$ cat src/rtl/exe_operand_issue.sv
// exe_operand_issue: selects ALU operands from decoded fields, buffers them in
// a 2-entry skid buffer and issues them to execute under valid/ready.
// dec_ready_o comes from registered occupancy only, so execute back-pressure
// never reaches decode combinationally. DATA_WIDTH is intended to be 32 or 64.
module exe_operand_issue #(
  parameter int DATA_WIDTH     = 32,
  parameter int EXE_CTRL_WIDTH = 5
) (
  input  logic                      clk_i,
  input  logic                      rst_i,
  input  logic                      flush_i,
  input  logic                      dec_valid_i,
  output logic                      dec_ready_o,
  input  logic [DATA_WIDTH-1:0]     dec_rs1_i,
  input  logic [DATA_WIDTH-1:0]     dec_rs2_i,
  input  logic [DATA_WIDTH-1:0]     dec_imm_i,
  input  logic [DATA_WIDTH-1:0]     dec_pc_i,
  input  logic [1:0]                dec_op1_sel_i,
  input  logic                      dec_op2_sel_i,
  input  logic [EXE_CTRL_WIDTH-1:0] dec_ctrl_i,
  output logic                      exe_valid_o,
  input  logic                      exe_ready_i,
  output logic [DATA_WIDTH-1:0]     op1_o,
  output logic [DATA_WIDTH-1:0]     op2_o,
  output logic [EXE_CTRL_WIDTH-1:0] ctrl_o
);

  localparam int ENT_W = 2 * DATA_WIDTH + EXE_CTRL_WIDTH;

  localparam logic [1:0] S_EMPTY = 2'd0;
  localparam logic [1:0] S_ONE   = 2'd1;
  localparam logic [1:0] S_FULL  = 2'd2;

  logic [1:0]       state_q, state_d;
  logic [ENT_W-1:0] head_q, head_d;
  logic [ENT_W-1:0] tail_q, tail_d;
  logic [ENT_W-1:0] new_entry;
  logic             push;
  logic             pop;

  // Operand selection done once at push time; reserved op1 select reads as zero.
  function automatic logic [ENT_W-1:0] build_entry(
    input logic [DATA_WIDTH-1:0]     rs1,
    input logic [DATA_WIDTH-1:0]     rs2,
    input logic [DATA_WIDTH-1:0]     imm,
    input logic [DATA_WIDTH-1:0]     pc,
    input logic [1:0]                op1_sel,
    input logic                      op2_sel,
    input logic [EXE_CTRL_WIDTH-1:0] ctrl
  );
    logic [DATA_WIDTH-1:0] op1;
    logic [DATA_WIDTH-1:0] op2;
    case (op1_sel)
      2'd0:    op1 = rs1;
      2'd1:    op1 = pc;
      default: op1 = '0;
    endcase
    op2 = op2_sel ? imm : rs2;
    return {op1, op2, ctrl};
  endfunction

  assign new_entry = build_entry(dec_rs1_i, dec_rs2_i, dec_imm_i, dec_pc_i,
                                 dec_op1_sel_i, dec_op2_sel_i, dec_ctrl_i);

  // Handshakes; a zero ctrl beat is accepted but never stored (bubble).
  assign dec_ready_o = (state_q != S_FULL) & ~rst_i;
  assign push        = dec_valid_i & dec_ready_o & ~flush_i & (dec_ctrl_i != '0);
  assign pop         = (state_q != S_EMPTY) & exe_ready_i & ~flush_i;

  // Occupancy register; reset outranks flush, which is handled in next-state logic.
  always_ff @(posedge clk_i) begin
    if (rst_i) begin
      state_q <= S_EMPTY;
    end else begin
      state_q <= state_d;
    end
  end

  // Occupancy next-state: flush empties the buffer regardless of push/pop.
  always_comb begin
    state_d = state_q;
    if (flush_i) begin
      state_d = S_EMPTY;
    end else begin
      case (state_q)
        S_EMPTY: if (push) state_d = S_ONE;
        S_ONE: begin
          if (push && !pop)      state_d = S_FULL;
          else if (pop && !push) state_d = S_EMPTY;
        end
        S_FULL:  if (pop) state_d = S_ONE;
        default: state_d = S_EMPTY;
      endcase
    end
  end

  // Entry storage carries no reset: outputs are masked to zero while empty.
  always_ff @(posedge clk_i) begin
    head_q <= head_d;
    tail_q <= tail_d;
  end

  // Entry movement: new data lands in head when it would be next to issue,
  // otherwise in tail; a pop from FULL promotes tail to head.
  always_comb begin
    head_d = head_q;
    tail_d = tail_q;
    case (state_q)
      S_EMPTY: if (push) head_d = new_entry;
      S_ONE: begin
        if (push && pop) head_d = new_entry;
        else if (push)   tail_d = new_entry;
      end
      S_FULL:  if (pop) head_d = tail_q;
      default: ;
    endcase
  end

  // Issue outputs: head entry when occupied, all zero when empty.
  always_comb begin
    exe_valid_o = (state_q != S_EMPTY);
    op1_o       = '0;
    op2_o       = '0;
    ctrl_o      = '0;
    if (exe_valid_o) begin
      {op1_o, op2_o, ctrl_o} = head_q;
    end
  end

endmodule

$ cat config.mk
export PLATFORM = sky130hd
export DESIGN_NAME = exe_operand_issue
export DESIGN_NICKNAME = d
export VERILOG_FILES = /design/src/rtl/exe_operand_issue.sv
export SDC_FILE = /design/constraint.sdc
export NUM_CORES = 1
export LEC_CHECK = 0
export ABC_CLOCK_PERIOD_IN_PS = 13000
export CAP_MARGIN = 10
export CORE_MARGIN = 4
export CORE_UTILIZATION = 51
export DETAILED_ROUTE_END_ITERATION = 8
export PLACE_DENSITY = 0.95
export RECOVER_POWER = 25
export SLEW_MARGIN = 0
export SYNTH_ARGS = -nofsm -noshare
export SYNTH_HDL_FRONTEND = slang
export SYNTH_SLANG_ARGS = --single-unit
$ cat constraint.sdc
create_clock -name clk_i -period 13 [get_ports clk_i]
set_input_delay 3.25 -clock clk_i [delete_from_list [all_inputs] [get_ports clk_i]]
set_output_delay 3.25 -clock clk_i [all_outputs]
set_load 0.01 [all_outputs]
======== Word level (Yosys, flattened, before mapping) ========
Index checks and enable logic that the tools add are counted.
word-level totals
  flip-flop bits (word level) ............. 140
  input bits .............................. 141
cells by class
  equality and inequality tests ........... 8
  multiplexer cells ....................... 14
  bitwise logic cells ..................... 9
  reductions and logical operators ........ 14
operator list
  operator                                              number
  two-way mux 69 bit                                    3
  one-hot mux 69 bit (3 select lines)                   1
  two-way mux 32 bit                                    3
  one-hot mux 32 bit (2 select lines)                   1
  two-way mux 2 bit                                     4
  != test 2 bit (second input constant)                 4
  bitwise AND 1 bit                                     6
  one-hot mux 2 bit (3 select lines)                    1
  AND reduction 3 bit                                   2
  two-way mux 5 bit                                     1
  nonzero test 5 bit                                    1
  equality test 2 x 1 -> 1 bit (second input constant)  2
  zero test 2 bit                                       2
  AND reduction 4 bit                                   1
  logical AND 1 bit                                     3
  != test 3 bit (second input constant)                 1
  NOT 1 bit                                             3
  nonzero test 3 bit                                    1
  equality test 2 bit (second input constant)           1
  zero test 1 bit                                       2
  nonzero test 2 bit                                    1
  OR reduction 2 bit                                    1

======== Logic depth before layout (Yosys ltp) ========
Gate-level depths: netlist of the first run.
  depth in word-level cells ............... 10
  depth in mapped cells ................... 8
  depth with buffers taken out ............ 7

======== Worst setup path after synthesis of the first run ========
Ideal clock, no wire load.
  path type ............................... input to register
  start ................................... input flush_i
  end ..................................... register tail_q[0] (enable)
  setup time .............................. 496 ps
  arrival ................................. 6720 ps
  required time ........................... 12504 ps
  slack ................................... 5784 ps
  stages .................................. 6
  cell sequence ........................... nor2_1 o211ai_2 nor2_1 ha_1 nand2_1 nor2_1
on the way
  cells in the longest elaborated chain, start to end .. 6
  elaborated cells on any way between the ends .. 7
RTL lines
  what                                      RTL line  source
  start: declaration                        11        input logic flush_i,
  NOT 1 bit (*)                             67, 68
  bitwise AND 1 bit (2 in series)           67        assign push = dec_valid_i & dec_ready_o & ~flush_i & (dec_ctrl_i != '0);
  logical AND 1 bit                         111       if (push && pop) head_d = new_entry;
  NOT 1 bit (no source line)                --
  AND reduction 3 bit (no source line) (*)  --
  end signal: assignment                    100       tail_q <= tail_d;
  end: declaration                          36        logic [ENT_W-1:0] tail_q, tail_d;
Every way passes the cells marked *; elsewhere a longest branch is shown, timed or not.
A chain may end at the register's enable or synchronous reset.

======== Worst setup path in the final report of the first run ========
  start ................................... input rst_i
  end ..................................... output dec_ready_o
on the way
  cells in the longest elaborated chain, start to end .. 2
RTL lines
  what                RTL line  source
  start: declaration  10        input logic rst_i,
  NOT 1 bit           66        assign dec_ready_o = (state_q != S_FULL) & ~rst_i;
  bitwise AND 1 bit   66
  end: declaration    13        output logic dec_ready_o,
No other way between the ends.

==> flow_metrics.tcl, run 1 <==
set metrics [dict create \
    setup_viol 0 \
    maxSlewHeadroom_pct -23.2 \
    end_kind "primary output" \
    synthTopCellsByArea "edfxtp_1 (62%), mux2_4 (7.8%), nor2_1 (7.4%), and2_1 (6.4%), mux2_2 (4.9%)" \
    fin_crit_sh_pct 58.5 \
    num_io_pins 212 \
    io_buffer_count 211 \
    dieWidth_um 123 \
    path_buf_inv 2 \
    hpwl_um 10700 \
    yosysTopAreaCell "edfxtp_1" \
    clk_pin_slew_ns 0.06 \
    min_path_type "flip-flop to flip-flop" \
    dieArea_um2 15100 \
    drtAntennaViolNets 0 \
    yosysMostFrequentCell "edfxtp_1" \
    clk_latency_ns 0.41 \
    yosysSeqAreaShare_pct 62.3 \
    finClkSkew_ns 0.0119 \
    synth_common_cells "edfxtp_1 (138), nor2_1 (133), and2_1 (69)" \
    cts.sinks 140 \
    tightestPinTransition_ns 1.85 \
    required_ns 9.75 \
    yosysTopAreaCellShare_pct 61.7 \
    cp_top_family "buffers and inverters" \
    fp.dieH_um 123 \
    status "finished with violations" \
    fmax_ghz 0.131 \
    tns_ns 0 \
    slowest_stage "clkdlybuf4s50_1" \
    gp_congestion 0.753 \
    syn2layout_area_growth_pct 41.3 \
    cts_hold_buf 0 \
    netlist_area_um2 6710 \
    htree_levels 4 \
    violations "capacitance limit, slew limit" \
    start_kind "primary input" \
    overflow 0 \
    cpMostUsedCell "clkdlybuf4s50_1" \
    grt_usage_pct 21.0 \
    yosysUniqueCellTypes 24 \
    fillers 796 \
    finalWirelength_um 15500 \
    fin_cells 892 \
    drt-vias-per-instance 5.18 \
    fin_nets 849 \
    post_cts_buffers 0 \
    p_per_area_nw_per_um2 121 \
    synth_edf_count 138 \
    synth_warnings 0 \
    coreArea_um2 12800 \
    path_max_fanout 3 \
    numCtsBuffers 17 \
    synth_cells 503 \
    cts_tree "built" \
    rsz0062_at_grt "false" \
    grt_max_degree 73 \
    root_buffer "clkbuf_16" \
    ir_drop_uv 79.7 \
    place_inst 859 \
    start_util_pct 52.6 \
    drive_gt1_share_pct 10.8 \
    syn-num-nets 646 \
    syn_avg_cell_area_um2 13.3 \
    grt_antenna_before_repair 2 \
    wl_per_cell_um 17.4 \
    ys_ff_latch 140 \
    hold_violations 0 \
    place_area_um2 8870 \
    grt_pass1_wl_um 24100 \
    cap_violations 1 \
    critPathArrivalTime_ns 4.36 \
    cts_resized 0 \
    drt_iter0_drc 318 \
    finalCriticalPeriod_ns 7.61 \
    rows 41 \
    crit_path_cell_trace "clkdlybuf4s50_1 > nor2_1 > clkdlybuf4s50_1" \
    crit_type "primary input to primary output" \
    slew_viol_final 33 \
    stdcell_area_um2 9490 \
    async_flop_share_pct 0 \
    drc 0 \
    drt_first_pass_iters 7 \
    p_leak_nw 3.62 \
    via_count 4618 \
    grt_pass1_vias 4795 \
    synth-main-ff-cell "edfxtp_1" \
    cts_max_path_buffers 2 \
    max_stage_delay_ns 0.54 \
]
==> worst paths after layout <==
check / startpoint / end / slack [ns] / cells past startpoint
worst max-delay path: rst_i / dec_ready_o / 5.39 / 3
worst min-delay path: tail_q[1]$_DFFE_PP_ / head_q[1]$_DFFE_PP_ / 0.51 / 2
worst max register to register: state_q[1]$_SDFFE_PP0P_ / head_q[2]$_DFFE_PP_ / 9.66 / 8
worst min register to register: tail_q[1]$_DFFE_PP_ / head_q[1]$_DFFE_PP_ / 0.51 / 2
==> stage by stage <==
stage | worst slack, ns | total power (W) | utilization, % | hold WS (ns)
after floorplan | 5.78 | 0.000577 | - | 0.484
after detailed placement | 5.38 | 0.000643 | 69.5 | 0.498
after global routing | 5.34 | 0.00119 | 74.3 | 0.550
after global placement | 5.39 | 0.000637 | 69.5 | 0.492
final | 5.39 | 0.00115 | 74.3 | 0.514
after CTS | 5.38 | 0.00116 | 74.4 | 0.511
==> metal layers <==
layer	share of wire (%)	track usage, %
met3	9.5	5.99
met4	1.5	6.58
met2	50	36.3
met5	0.077	0
met1	39	25.5
==> logic make-up after synthesis <==
kind of cell    Yosys count  share of synthesized area, %
buf+inv                  33                          3.41
simple gates            225                          15.5
compound gates            7                         0.932
fa+ha+maj                 2                         0.373
mux                      96                          17.5
flops                   140                          62.3
==> registers in the layout (all words and copies together), names as in the netlist <==
signal / count
head_q: 69
tail_q: 69
state_q: 2
==> placed cells by master (no fill, tap or decap), types with 2 or more instances in the layout <==
cell,count
dlygate4sd3_1,7
a22oi_1,2
bufinv_16,4
nor2_1,132
and2_1,69
mux2_4,30
edfxtp_1,138
o211ai_2,2
nand2_1,17
clkbuf_16,17
clkinv_4,2
mux2i_1,32
inv_6,6
ha_1,2
buf_4,3
mux2_1,31
nor2b_1,2
mux2_2,3
clkdlybuf4s50_1,203
dfxtp_1,2
clkinvlp_4,2
==> layout make-up <==
| type | instances | area [µm²] | area share [%] |
|---|---|---|---|
| flip-flops and latches | 140 | 4180 | 44.1 |
| multi-input cells | 330 | 2310 | 24.4 |
| repair buffers | 215 | 2130 | 22.5 |
| clock buffers | 17 | 425 | 4.48 |
| well taps | 172 | 215 | 2.27 |
| clock inverters | 15 | 210 | 2.22 |
| inverters | 2 | 7.51 | 0.0791 |
| diodes | 1 | 2.50 | 0.0264 |
==> report_power, final <==
part	total, W	leakage, nW	switching, W	internal (W)
registers	0.000511	1.27	0.00000194	0.000509
clock network	0.000522	0.306	0.000196	0.000325
logic	0.000119	2.04	0.0000470	0.0000722
total	0.00115	3.62	0.000245	0.000906
==> worst reg2reg max path, stage by stage, from the launching register on <==
cell	delay (ns)
dfxtp_1	0.51
nor2_1	0.14
inv_2	0.74
nand2_1	0.19
inv_1	0.11
ha_1	0.15
a22oi_1	0.11
o21ai_4	0.42
buf_4	0.58
(Power assumes the default switching activity.)
==> run 2: changes to the inputs <==
--- a/config.mk
+++ b/config.mk
@@ -5,12 +5,12 @@
 export SDC_FILE = /design/constraint.sdc
 export NUM_CORES = 1
 export LEC_CHECK = 0
-export ABC_CLOCK_PERIOD_IN_PS = 13000
+export ABC_CLOCK_PERIOD_IN_PS = 6800
 export CAP_MARGIN = 10
 export CORE_MARGIN = 4
-export CORE_UTILIZATION = 51
+export CORE_UTILIZATION = 42
 export DETAILED_ROUTE_END_ITERATION = 8
-export PLACE_DENSITY = 0.95
+export PLACE_DENSITY = 0.87
 export RECOVER_POWER = 25
 export SLEW_MARGIN = 0
 export SYNTH_ARGS = -nofsm -noshare
==> constraint.sdc (replaced) <==
create_clock -name clk_i -period 6.8 [get_ports clk_i]
set_input_delay 1.7 -clock clk_i [delete_from_list [all_inputs] [get_ports clk_i]]
set_output_delay 1.7 -clock clk_i [all_outputs]
set_load 0.01 [all_outputs]
==> run 2 against run 1 <==
Compared with the run above:
- the run still ends with capacitance limit, slew limit left
- setup slack worse by 3.1 ns
- sequential share of layout area up 0.27 points
- clock skew is 0.0037 ns lower
- non-clock buffer count decreased by 1
- global-route usage down 4.6 points
- power grew 77%
- wire length is 3.7% lower
- first-iteration DRC count is 34% lower
- utilization shrank 13 points
- final cell count is 4.1% higher
- hold slack got worse by 0.0037 ns
==> flow_metrics.tcl, run 2 (same netlist as run 1, synthesis figures left out) <==
set metrics [dict create \
    status "finished with violations" \
    violations "capacitance limit, slew limit" \
    combPwrFrac_pct 11.1 \
    path_max_fanout 3 \
    tightestPinTransition_ns 1.81 \
    grt_max_degree 73 \
    min_to "head_q[4]$_DFFE_PP_" \
    setup_viol 0 \
    dieArea_um2 18100 \
    reg2reg_depth 7 \
    fillers 1188 \
    hold_violations 0 \
    p_leak_nw 3.57 \
    grt_pass1_vias 4629 \
    htree_levels 4 \
    gp_congestion 0.764 \
    hpwl_um 10800 \
    num_io_pins 212 \
    dieWidth_um 134 \
    p_sw_share_pct 21.0 \
    min_path_cells 2 \
    p_per_area_nw_per_um2 216 \
    required_ns 5.10 \
    drt_first_pass_iters 4 \
    rsz0062_at_grt "false" \
    wl_per_cell_um 16.1 \
    syn2layout_area_growth_pct 40.5 \
    finClkSkew_ns 0.00820 \
    end_kind "primary output" \
    reg2reg_slack_ns 3.48 \
    p_seq_share_pct 48.0 \
    start_util_pct 43.5 \
    finalWirelength_um 15000 \
    final_cell_mix "clkdlybuf4s50_1 (203), edfxtp_1 (138), nor2_1 (132), and2_1 (69)" \
    drtAntennaViolNets 0 \
    pre_cts_ws_ns 2.01 \
    drive_gt1_share_pct 10.0 \
    ir_drop_uv 164 \
    cpMostUsedCell "clkdlybuf4s50_1" \
    p_sw_w 0.000428 \
    overflow 0 \
    clk_pin_slew_ns 0.06 \
    num_antenna_cells 0 \
    via_count 4453 \
    timing.rr.start "state_q[1]$_SDFFE_PP0P_" \
    clk_latency_ns 0.41 \
    cts_tree "built" \
    fin_nets 848 \
    critPathArrivalTime_ns 2.83 \
    power.share.clock_pct 40.8 \
    drc 0 \
    crit_type "primary input to primary output" \
    intPower_w 0.00161 \
    crit_path_cell_trace "clkdlybuf4s50_1 > nor2_1 > clkdlybuf4s50_1" \
    drt_iter0_drc 211 \
    root_buffer "clkbuf_16" \
    slowest_stage "clkdlybuf4s50_1" \
    final.setup.worst_slack_ns 2.27 \
    grt_antenna_before_repair 1 \
    io_buffer_count 211 \
    start_kind "primary input" \
    fp.dieH_um 134 \
    post_cts_buffers 0 \
    grt_pass1_wl_um 23200 \
    fin_crit_sh_pct 66.6 \
    cts_max_path_buffers 2 \
    grt_usage_pct 16.5 \
    finalCriticalPeriod_ns 4.53 \
    slew_viol_final 33 \
    rows 45 \
    tns_ns 0 \
    top_regs "head_q: 69 flops, tail_q: 69 flops, state_q: 2 flops" \
    layout_commonest_cell "clkdlybuf4s50_1" \
    coreArea_um2 15400 \
    hold_start "tail_q[4]$_DFFE_PP_" \
    reg2reg_to "tail_q[1]$_DFFE_PP_" \
    drt-vias-per-instance 4.79 \
    min_path_type "flip-flop to flip-flop" \
    cap_violations 1 \
    fmax_ghz 0.221 \
    max_stage_delay_ns 0.55 \
    cts.sinks 140 \
    cts_hold_buf 0 \
    maxSlewHeadroom_pct -20.5 \
    cts_resized 0 \
    numCtsBuffers 17 \
]
## run 2: worst max-delay path by stage
stage / end / slack (ns) / startpoint
global placement: tail_q[38]$_DFFE_PP_ / 2.22 / dec_ctrl_i[4]
global route: dec_ready_o / 2.21 / rst_i
finish: dec_ready_o / 2.27 / rst_i
floorplan: tail_q[0]$_DFFE_PP_ / 1.13 / flush_i
CTS: dec_ready_o / 2.26 / rst_i
detailed placement: tail_q[40]$_DFFE_PP_ / 2.01 / flush_i
## run 2: final cells by class
type                       count  area (µm²)  area share, %
timing repair buffer         214        2130           22.5
multi-input combinational    330        2320           24.6
sequential                   140        4180           44.4
inverter                       2        7.51         0.0796
clock buffer                  18         429           4.55
clock inverter                14         105           1.11
tap                          211         264           2.80
## run 2: per-layer routing
metal / wire (µm) / track usage (%)
met1: 6330 / 20.2
met5: 12 / 0
met4: 265 / 6.00
met3: 1160 / 5.33
met2: 7190 / 27.2
## run 2: critical path: cells and delay by family
family                 cells  cell delay (ns)
and+or+nand+nor            1             0.13
buffers and inverters      2             1.00
## run 2: power by group through the flow
| stage | sequential [W] | combinational, W | clock, W |
|---|---|---|---|
| 3_5_place_dp | 0.000995 | 0.000234 | 0 |
| 4_1_cts | 0.000977 | 0.000236 | 0.000847 |
| 2_1_floorplan | 0.000995 | 0.000107 | 0 |
| 6_report | 0.000977 | 0.000226 | 0.000830 |
| 5_1_grt | 0.000978 | 0.000245 | 0.000887 |
| 3_3_place_gp | 0.000994 | 0.000225 | 0 |
## run 2: per-stage QoR
step	instances	total power, W	hold slack, ns	instance area, µm²	util [%]
after floorplan	503	0.00110	0.484	6710	-
after detailed placement	897	0.00123	0.498	8920	57.8
after global placement	897	0.00122	0.497	8920	57.8
after CTS	929	0.00206	0.513	9450	61.3
final	929	0.00203	0.511	9430	61.1
after global routing	929	0.00211	0.541	9430	61.1
